$ cat config.mk
export PLATFORM = sky130hd
export DESIGN_NAME = act_requant_q35_flat
export DESIGN_NICKNAME = d
export VERILOG_FILES = /design/src/rtl/act_pkg.sv /design/src/rtl/act_requant_q35_if.sv /design/src/rtl/act_sat_q35.sv /design/src/rtl/act_requant_q35.sv /design/src/flat_wrapper.sv
export SDC_FILE = /design/constraint.sdc
export NUM_CORES = 2
export LEC_CHECK = 0
export BUFFER_PORTS_ARGS = -buffer_cell sky130_fd_sc_hd__buf_2
export CAP_MARGIN = 10
export CORE_MARGIN = 2
export CORE_UTILIZATION = 45
export DETAILED_ROUTE_END_ITERATION = 6
export PLACE_DENSITY = 0.71
export SYNTH_ARGS = -nofsm -noshare
export SYNTH_HDL_FRONTEND = slang
export SYNTH_SLANG_ARGS = --single-unit
$ cat constraint.sdc
create_clock -name clk -period 7.65 [get_ports clk]
set_clock_uncertainty 0.2 [all_clocks]
set_input_delay 0.3825 -clock clk [delete_from_list [all_inputs] [get_ports clk]]
set_output_delay 0.3825 -clock clk [all_outputs]
set_load 0.01 [all_outputs]
$ cat src/rtl/act_pkg.sv
// Shared Q3.5 constants, datapath widths and packet FSM states for the
// requantizer and the downstream tanh activation stage.
package act_pkg;

  localparam int ACC_W   = 24;
  localparam int MULT_W  = 16;
  localparam int SHIFT_W = 5;
  localparam int OUT_W   = 8;

  // Product of a signed accumulator and an unsigned multiplier needs one extra
  // bit; rounding adds one more so the bias add can never overflow.
  localparam int PROD_W = ACC_W + MULT_W + 1;
  localparam int RND_W  = PROD_W + 1;

  localparam int Q35_MAX       = 127;
  localparam int Q35_MIN       = -128;
  localparam int Q35_FRAC_BITS = 5;

  typedef enum logic {
    ST_IDLE,
    ST_ACTIVE
  } pkt_state_t;

endpackage

$ cat src/rtl/act_requant_q35_if.sv
// Valid/ready stream bundle between the MAC array, the requantizer and the
// tanh stage, including the per-packet scale configuration.
interface act_requant_q35_if;
  import act_pkg::*;

  logic [MULT_W-1:0]        cfg_mult;
  logic [SHIFT_W-1:0]       cfg_shift;
  logic                     in_valid;
  logic                     in_ready;
  logic signed [ACC_W-1:0]  in_acc;
  logic                     in_last;
  logic                     out_valid;
  logic                     out_ready;
  logic signed [OUT_W-1:0]  out_data;
  logic                     out_last;

  modport master (
    output cfg_mult, cfg_shift, in_valid, in_acc, in_last, out_ready,
    input  in_ready, out_valid, out_data, out_last
  );

  modport slave (
    input  cfg_mult, cfg_shift, in_valid, in_acc, in_last, out_ready,
    output in_ready, out_valid, out_data, out_last
  );

endinterface

$ cat src/rtl/act_sat_q35.sv
// Combinational saturator from the 42-bit rounded product to signed Q3.5,
// with a flag raised whenever clamping occurred.
module act_sat_q35
  import act_pkg::*;
(
  input  logic signed [RND_W-1:0] r,
  output logic signed [OUT_W-1:0] q,
  output logic                    sat
);

  localparam logic signed [RND_W-1:0] HI = RND_W'(Q35_MAX);
  localparam logic signed [RND_W-1:0] LO = RND_W'(Q35_MIN);

  always_comb begin
    sat = 1'b1;
    q   = OUT_W'(Q35_MAX);
    if (r > HI) begin
      q = OUT_W'(Q35_MAX);
    end else if (r < LO) begin
      q = OUT_W'(Q35_MIN);
    end else begin
      sat = 1'b0;
      q   = r[OUT_W-1:0];
    end
  end

endmodule

$ cat src/rtl/act_requant_q35.sv
// Three-stage requantizer: multiply, rounding shift, saturate to Q3.5.
// Define ACT_REQUANT_SAT_CNT_EN to add the sat_clr/sat_count event counter.
module act_requant_q35
  import act_pkg::*;
(
  input  logic                clk,
  input  logic                reset,
  act_requant_q35_if.slave    bus,
  output logic                busy
`ifdef ACT_REQUANT_SAT_CNT_EN
  ,
  input  logic                sat_clr,
  output logic [15:0]         sat_count
`endif
);

  pkt_state_t               state;
  logic [MULT_W-1:0]        cfg_mult_q;
  logic [SHIFT_W-1:0]       cfg_shift_q;
  logic [MULT_W-1:0]        eff_mult;
  logic [SHIFT_W-1:0]       eff_shift;

  logic                     s1_valid;
  logic signed [PROD_W-1:0] s1_prod;
  logic [SHIFT_W-1:0]       s1_shift;
  logic                     s1_last;

  logic                     s2_valid;
  logic signed [RND_W-1:0]  s2_r;
  logic                     s2_last;

  logic                     o_valid;
  logic signed [OUT_W-1:0]  o_data;
  logic                     o_last;

  logic signed [RND_W-1:0]  prod_ext;
  logic signed [RND_W-1:0]  bias;
  logic signed [RND_W-1:0]  r_next;
  logic signed [OUT_W-1:0]  sat_q;

  logic en;
  logic accept;

  assign en     = ~o_valid | bus.out_ready;
  assign accept = bus.in_valid & en;

  // A packet's first beat arrives in IDLE and must see this cycle's cfg inputs.
  assign eff_mult  = (state == ST_IDLE) ? bus.cfg_mult  : cfg_mult_q;
  assign eff_shift = (state == ST_IDLE) ? bus.cfg_shift : cfg_shift_q;

  always_ff @(posedge clk or posedge reset) begin
    if (reset) begin
      state       <= ST_IDLE;
      cfg_mult_q  <= '0;
      cfg_shift_q <= '0;
    end else if (accept) begin
      case (state)
        ST_IDLE: begin
          cfg_mult_q  <= bus.cfg_mult;
          cfg_shift_q <= bus.cfg_shift;
          if (!bus.in_last) state <= ST_ACTIVE;
        end
        ST_ACTIVE: begin
          if (bus.in_last) state <= ST_IDLE;
        end
        default: state <= ST_IDLE;
      endcase
    end
  end

  // Zero bias at shift 0 makes the rounded shift collapse to the raw product.
  always_comb begin
    prod_ext = {s1_prod[PROD_W-1], s1_prod};
    bias     = '0;
    if (s1_shift != '0) bias = RND_W'(1) <<< (s1_shift - SHIFT_W'(1));
    r_next   = (prod_ext + bias) >>> s1_shift;
  end

`ifdef ACT_REQUANT_SAT_CNT_EN
  logic sat_next;
  logic o_sat;

  act_sat_q35 u_sat (
    .r   (s2_r),
    .q   (sat_q),
    .sat (sat_next)
  );
`else
  logic sat_unused;

  act_sat_q35 u_sat (
    .r   (s2_r),
    .q   (sat_q),
    .sat (sat_unused)
  );
`endif

  always_ff @(posedge clk or posedge reset) begin
    if (reset) begin
      s1_valid <= 1'b0;
      s1_prod  <= '0;
      s1_shift <= '0;
      s1_last  <= 1'b0;
      s2_valid <= 1'b0;
      s2_r     <= '0;
      s2_last  <= 1'b0;
      o_valid  <= 1'b0;
      o_data   <= '0;
      o_last   <= 1'b0;
    end else if (en) begin
      s1_valid <= bus.in_valid;
      s1_prod  <= PROD_W'(bus.in_acc) * PROD_W'($signed({1'b0, eff_mult}));
      s1_shift <= eff_shift;
      s1_last  <= bus.in_last;
      s2_valid <= s1_valid;
      s2_r     <= r_next;
      s2_last  <= s1_last;
      o_valid  <= s2_valid;
      o_data   <= sat_q;
      o_last   <= s2_last;
    end
  end

`ifdef ACT_REQUANT_SAT_CNT_EN
  always_ff @(posedge clk or posedge reset) begin
    if (reset) begin
      o_sat     <= 1'b0;
      sat_count <= '0;
    end else begin
      if (en) o_sat <= sat_next;
      // Clear has priority over a coincident saturating transfer.
      if (sat_clr) begin
        sat_count <= '0;
      end else if (o_valid && bus.out_ready && o_sat && sat_count != 16'hFFFF) begin
        sat_count <= sat_count + 16'd1;
      end
    end
  end
`endif

  assign bus.in_ready  = en;
  assign bus.out_valid = o_valid;
  assign bus.out_data  = o_data;
  assign bus.out_last  = o_last;
  assign busy          = (state == ST_ACTIVE) | s1_valid | s2_valid | o_valid;

endmodule
$ cat src/flat_wrapper.sv
// flat-port wrapper written by rule: the top's interface ports become plain ports
module act_requant_q35_flat import act_pkg::*;
  (clk, reset, busy, bus_cfg_mult, bus_cfg_shift, bus_in_valid, bus_in_acc, bus_in_last, bus_out_ready, bus_in_ready, bus_out_valid, bus_out_data, bus_out_last);
  act_requant_q35_if bus_i ();
  input  logic clk;
  input  logic reset;
  output logic busy;
  input wire logic [$bits(bus_i.cfg_mult)-1:0] bus_cfg_mult;
  input wire logic [$bits(bus_i.cfg_shift)-1:0] bus_cfg_shift;
  input wire logic [$bits(bus_i.in_valid)-1:0] bus_in_valid;
  input wire logic [$bits(bus_i.in_acc)-1:0] bus_in_acc;
  input wire logic [$bits(bus_i.in_last)-1:0] bus_in_last;
  input wire logic [$bits(bus_i.out_ready)-1:0] bus_out_ready;
  output wire logic [$bits(bus_i.in_ready)-1:0] bus_in_ready;
  output wire logic [$bits(bus_i.out_valid)-1:0] bus_out_valid;
  output wire logic [$bits(bus_i.out_data)-1:0] bus_out_data;
  output wire logic [$bits(bus_i.out_last)-1:0] bus_out_last;
  assign bus_i.cfg_mult = bus_cfg_mult;
  assign bus_i.cfg_shift = bus_cfg_shift;
  assign bus_i.in_valid = bus_in_valid;
  assign bus_i.in_acc = bus_in_acc;
  assign bus_i.in_last = bus_in_last;
  assign bus_i.out_ready = bus_out_ready;
  assign bus_in_ready = bus_i.in_ready;
  assign bus_out_valid = bus_i.out_valid;
  assign bus_out_data = bus_i.out_data;
  assign bus_out_last = bus_i.out_last;
  act_requant_q35 u_core (.clk(clk), .reset(reset), .bus(bus_i), .busy(busy));
endmodule
==> qor.yml <==
clock_sinks: 124
synthMuxAreaShare: 0.0461
ios: 62
rr_endpoint: "u_core.s1_prod[39]"
clkSlewWorstSetupHoldPaths_ps: 60
period_share: 0.963
grt_overflow: 0
synth_top_area_share: 0.304
yosysSeqAreaShare: 0.125
yosys.area_share.adder: 0.372
cts_buffers: 17
grt_pass1_vias: 21400
antenna_left: 0
routed_wl_um: 67700
ys_ff_latch: 124
regArea_sq_um: 3110
cp_max_fo: 14
slew_viol_final: 0
synth_top_family_by_area: "adder cells"
grt_antenna_before_repair: 2
reg2regPathDepth: 27
dieWidth_um: 239
syn_avg_cell_area_sq_um: 8.34
synth_cell_types: 89
max_cap_violations: 0
yosys_warnings: 0
status: "finished clean"
yosys.area_share.simple: 0.192
cts_tree: "built"
hold_path.class: "input pin to flop"
htreeDepth: 4
slowest_delay_ps: 540
rrSetupSlack_ps: 280
syn2layout_area_growth_pct: 6.29
hold_violations: 0
dp_hpwl_um: 54200
coreArea_sq_um: 54900
cts_setup_buffers: 0
clk_path_buf_depth: 2
n_fill_cell: 5245
synth_compound_area_frac: 0.144
ys.flop_type: "dfrtp_1"
worstMarginPinSlew_ps: 1100
slowest_stage: "fa_1"
firstDrtPassIters: 7
chipHeight_um: 239
gp_congestion: 0.947
die-area_sq_um: 57200
syn_area_sq_um: 24900
synth-xor-area-share: 0.0218
rows: 86
synth_common_cells: "inv_1, nand2_1, fa_1"
cpMostUsedCell: "fa_1"
synth_edf_count: 0
clk_latency_ps: 490
whs_path_depth: 3
yosysMostFrequentCell: "inv_1"
start_util: 0.454
fmax_ghz: 0.136
avgViaCountPerCell: 5.71
cts-root-buf: "clkbuf_16"
path_buf_inv: 7
synth.area.top_cells: "fa_1, dfrtp_1, inv_1"
cpLargestDelayFamily: "adder cells"
cp_data_required_time_ps: 7780
routed-via-count: 20900
drive_above_1_share: 0.0771
multiInputGateArea_sq_um: 19400
whs_endpoint: "u_core.s1_last"
worst_ep_arrival_time_ps: 7490
syn_nets: 3548
synthCells: 2985
worstReg2RegStart: "u_core.state"
netlist.top_cell.by_area: "fa_1"
slew_headroom: 0.260
finalSetupViolCount: 0
numPortBuffers: 61
end_kind: "flop"
drt_iter0_markers: 1573
async_flop_share: 1.00
grt_max_degree: 89
nets: 3509
worstSetupPathType: "flop to flop"
min-delay-start: "bus_in_last"
grt_usage: 0.248
cp-start-kind: "flop"
wl_per_cell_um: 18.5
post-route-min-period_ps: 7370
drc: 0
grt_pass1_wl_um: 113000
fin_hold_ws_ps: 54.6
[placed cells by master (no fill, tap or decap), types with 14 or more instances in the layout]
master / n
a21o_1: 28
o21a_1: 18
nand2b_1: 20
xnor2_1: 38
dfrtp_1: 122
nor2b_1: 101
mux2i_1: 42
clkbuf_16: 17
a31oi_1: 23
ha_1: 135
nand4_1: 38
a21oi_1: 162
a211oi_1: 22
nor4_1: 16
nand2_1: 411
and3_1: 19
o21ai_0: 99
nor3_1: 60
nor2_1: 153
buf_2: 61
buf_4: 40
nand3_1: 46
o31ai_1: 16
inv_1: 481
and2_1: 80
mux2_2: 38
xor2_1: 24
fa_1: 378
a211o_1: 14
[routing by layer]
| metal | GRT usage | routed length, um | share of wire | vias up |
|---|---|---|---|---|
| li1 | - | - | - | 9702 |
| met1 | 0.335 | 29300 | 0.43 | 10300 |
| met2 | 0.402 | 31600 | 0.47 | 789 |
| met3 | 0.0371 | 4530 | 0.067 | 155 |
| met4 | 0.100 | 2340 | 0.035 | 0 |
| met5 | 0 | 0 | 0 | - |
[worst reg2reg max path, stage by stage (launching register included)]
cell	delay, ps
dfrtp_1	360
buf_4	170
mux2_2	420
buf_4	210
and2_1	180
fa_1	530
inv_1	50
fa_1	490
fa_1	520
inv_1	50
fa_1	460
fa_1	540
inv_1	50
fa_1	520
inv_1	40
ha_1	360
a21o_1	190
a21oi_1	150
o21ai_0	140
a211oi_2	180
buf_4	160
o311a_1	210
o21bai_2	100
a31oi_1	270
o21ai_1	140
a221oi_2	270
xor2_1	160
o21ai_0	80
[kinds of logic (layout without fill, tap and decap cells)]
| family | Yosys count | in the layout |
|---|---|---|
| multiplexers | 96 | 96 |
| other | 0 | 1 |
| AO/OA/AOI/OAI | 539 | 539 |
| adder cells (fa/ha/maj) | 513 | 513 |
| AND/OR/NAND/NOR | 998 | 998 |
| flip-flops | 124 | 124 |
| buffers and inverters | 653 | 626 |
| XOR/XNOR | 62 | 62 |
[stage by stage]
stage,setup TNS (ps),setup WS [ps],util,cell area [sq um],cells
after floorplan,0,73.7,-,24900,2985
after global placement,0,223,0.470,25800,3625
after detailed placement,0,153,0.470,25800,3625
after CTS,0,136,0.482,26400,3662
after global routing,-58.1,-58.1,0.482,26500,3662
final,0,283,0.482,26500,3663
[repair_timing]
action | 4_1_cts | 5_1_grt
hold buffers | 6 | 0
hold endpoints to repair | 70 | 0
endpoints found under the setup margin | 0 | 4
resized for setup | 0 | 8
[sequential cells by signal, summed over array words and instances, names as in the netlist]
register / count
u_core.cfg_shift_q: 5
u_core.s1_shift: 5
u_core.bus.out_valid: 1
u_core.s2_valid: 1
u_core.bus.out_data: 8
u_core.s1_prod: 41
u_core.cfg_mult_q: 16
u_core.s2_last: 1
u_core.s1_last: 1
u_core.bus.out_last: 1
u_core.s1_valid: 1
u_core.s2_r: 42
u_core.state: 1
[layout make-up]
class	instances	area share
antenna	1	0.0000945
sequential	124	0.117
tap	704	0.0333
timing repair buffer	109	0.0263
inverter	486	0.0691
multi-input combinational	2208	0.731
clock buffer	17	0.0161
clock inverter	14	0.00685
[how the worst max path moves through the flow]
| stage | startpoint | end | depth (start not counted) |
|---|---|---|---|
| after floorplan | u_core.state | u_core.s1_prod[37] | 27 |
| after global placement | u_core.state | u_core.s1_prod[39] | 26 |
| after detailed placement | u_core.state | u_core.s1_prod[39] | 26 |
| after CTS | u_core.state | u_core.s1_prod[39] | 26 |
| after global routing | u_core.state | u_core.s1_prod[39] | 27 |
| final | u_core.state | u_core.s1_prod[39] | 27 |
Power is not shown: default switching activity piles up to over one toggle a cycle in this logic, so the estimate is an artifact.
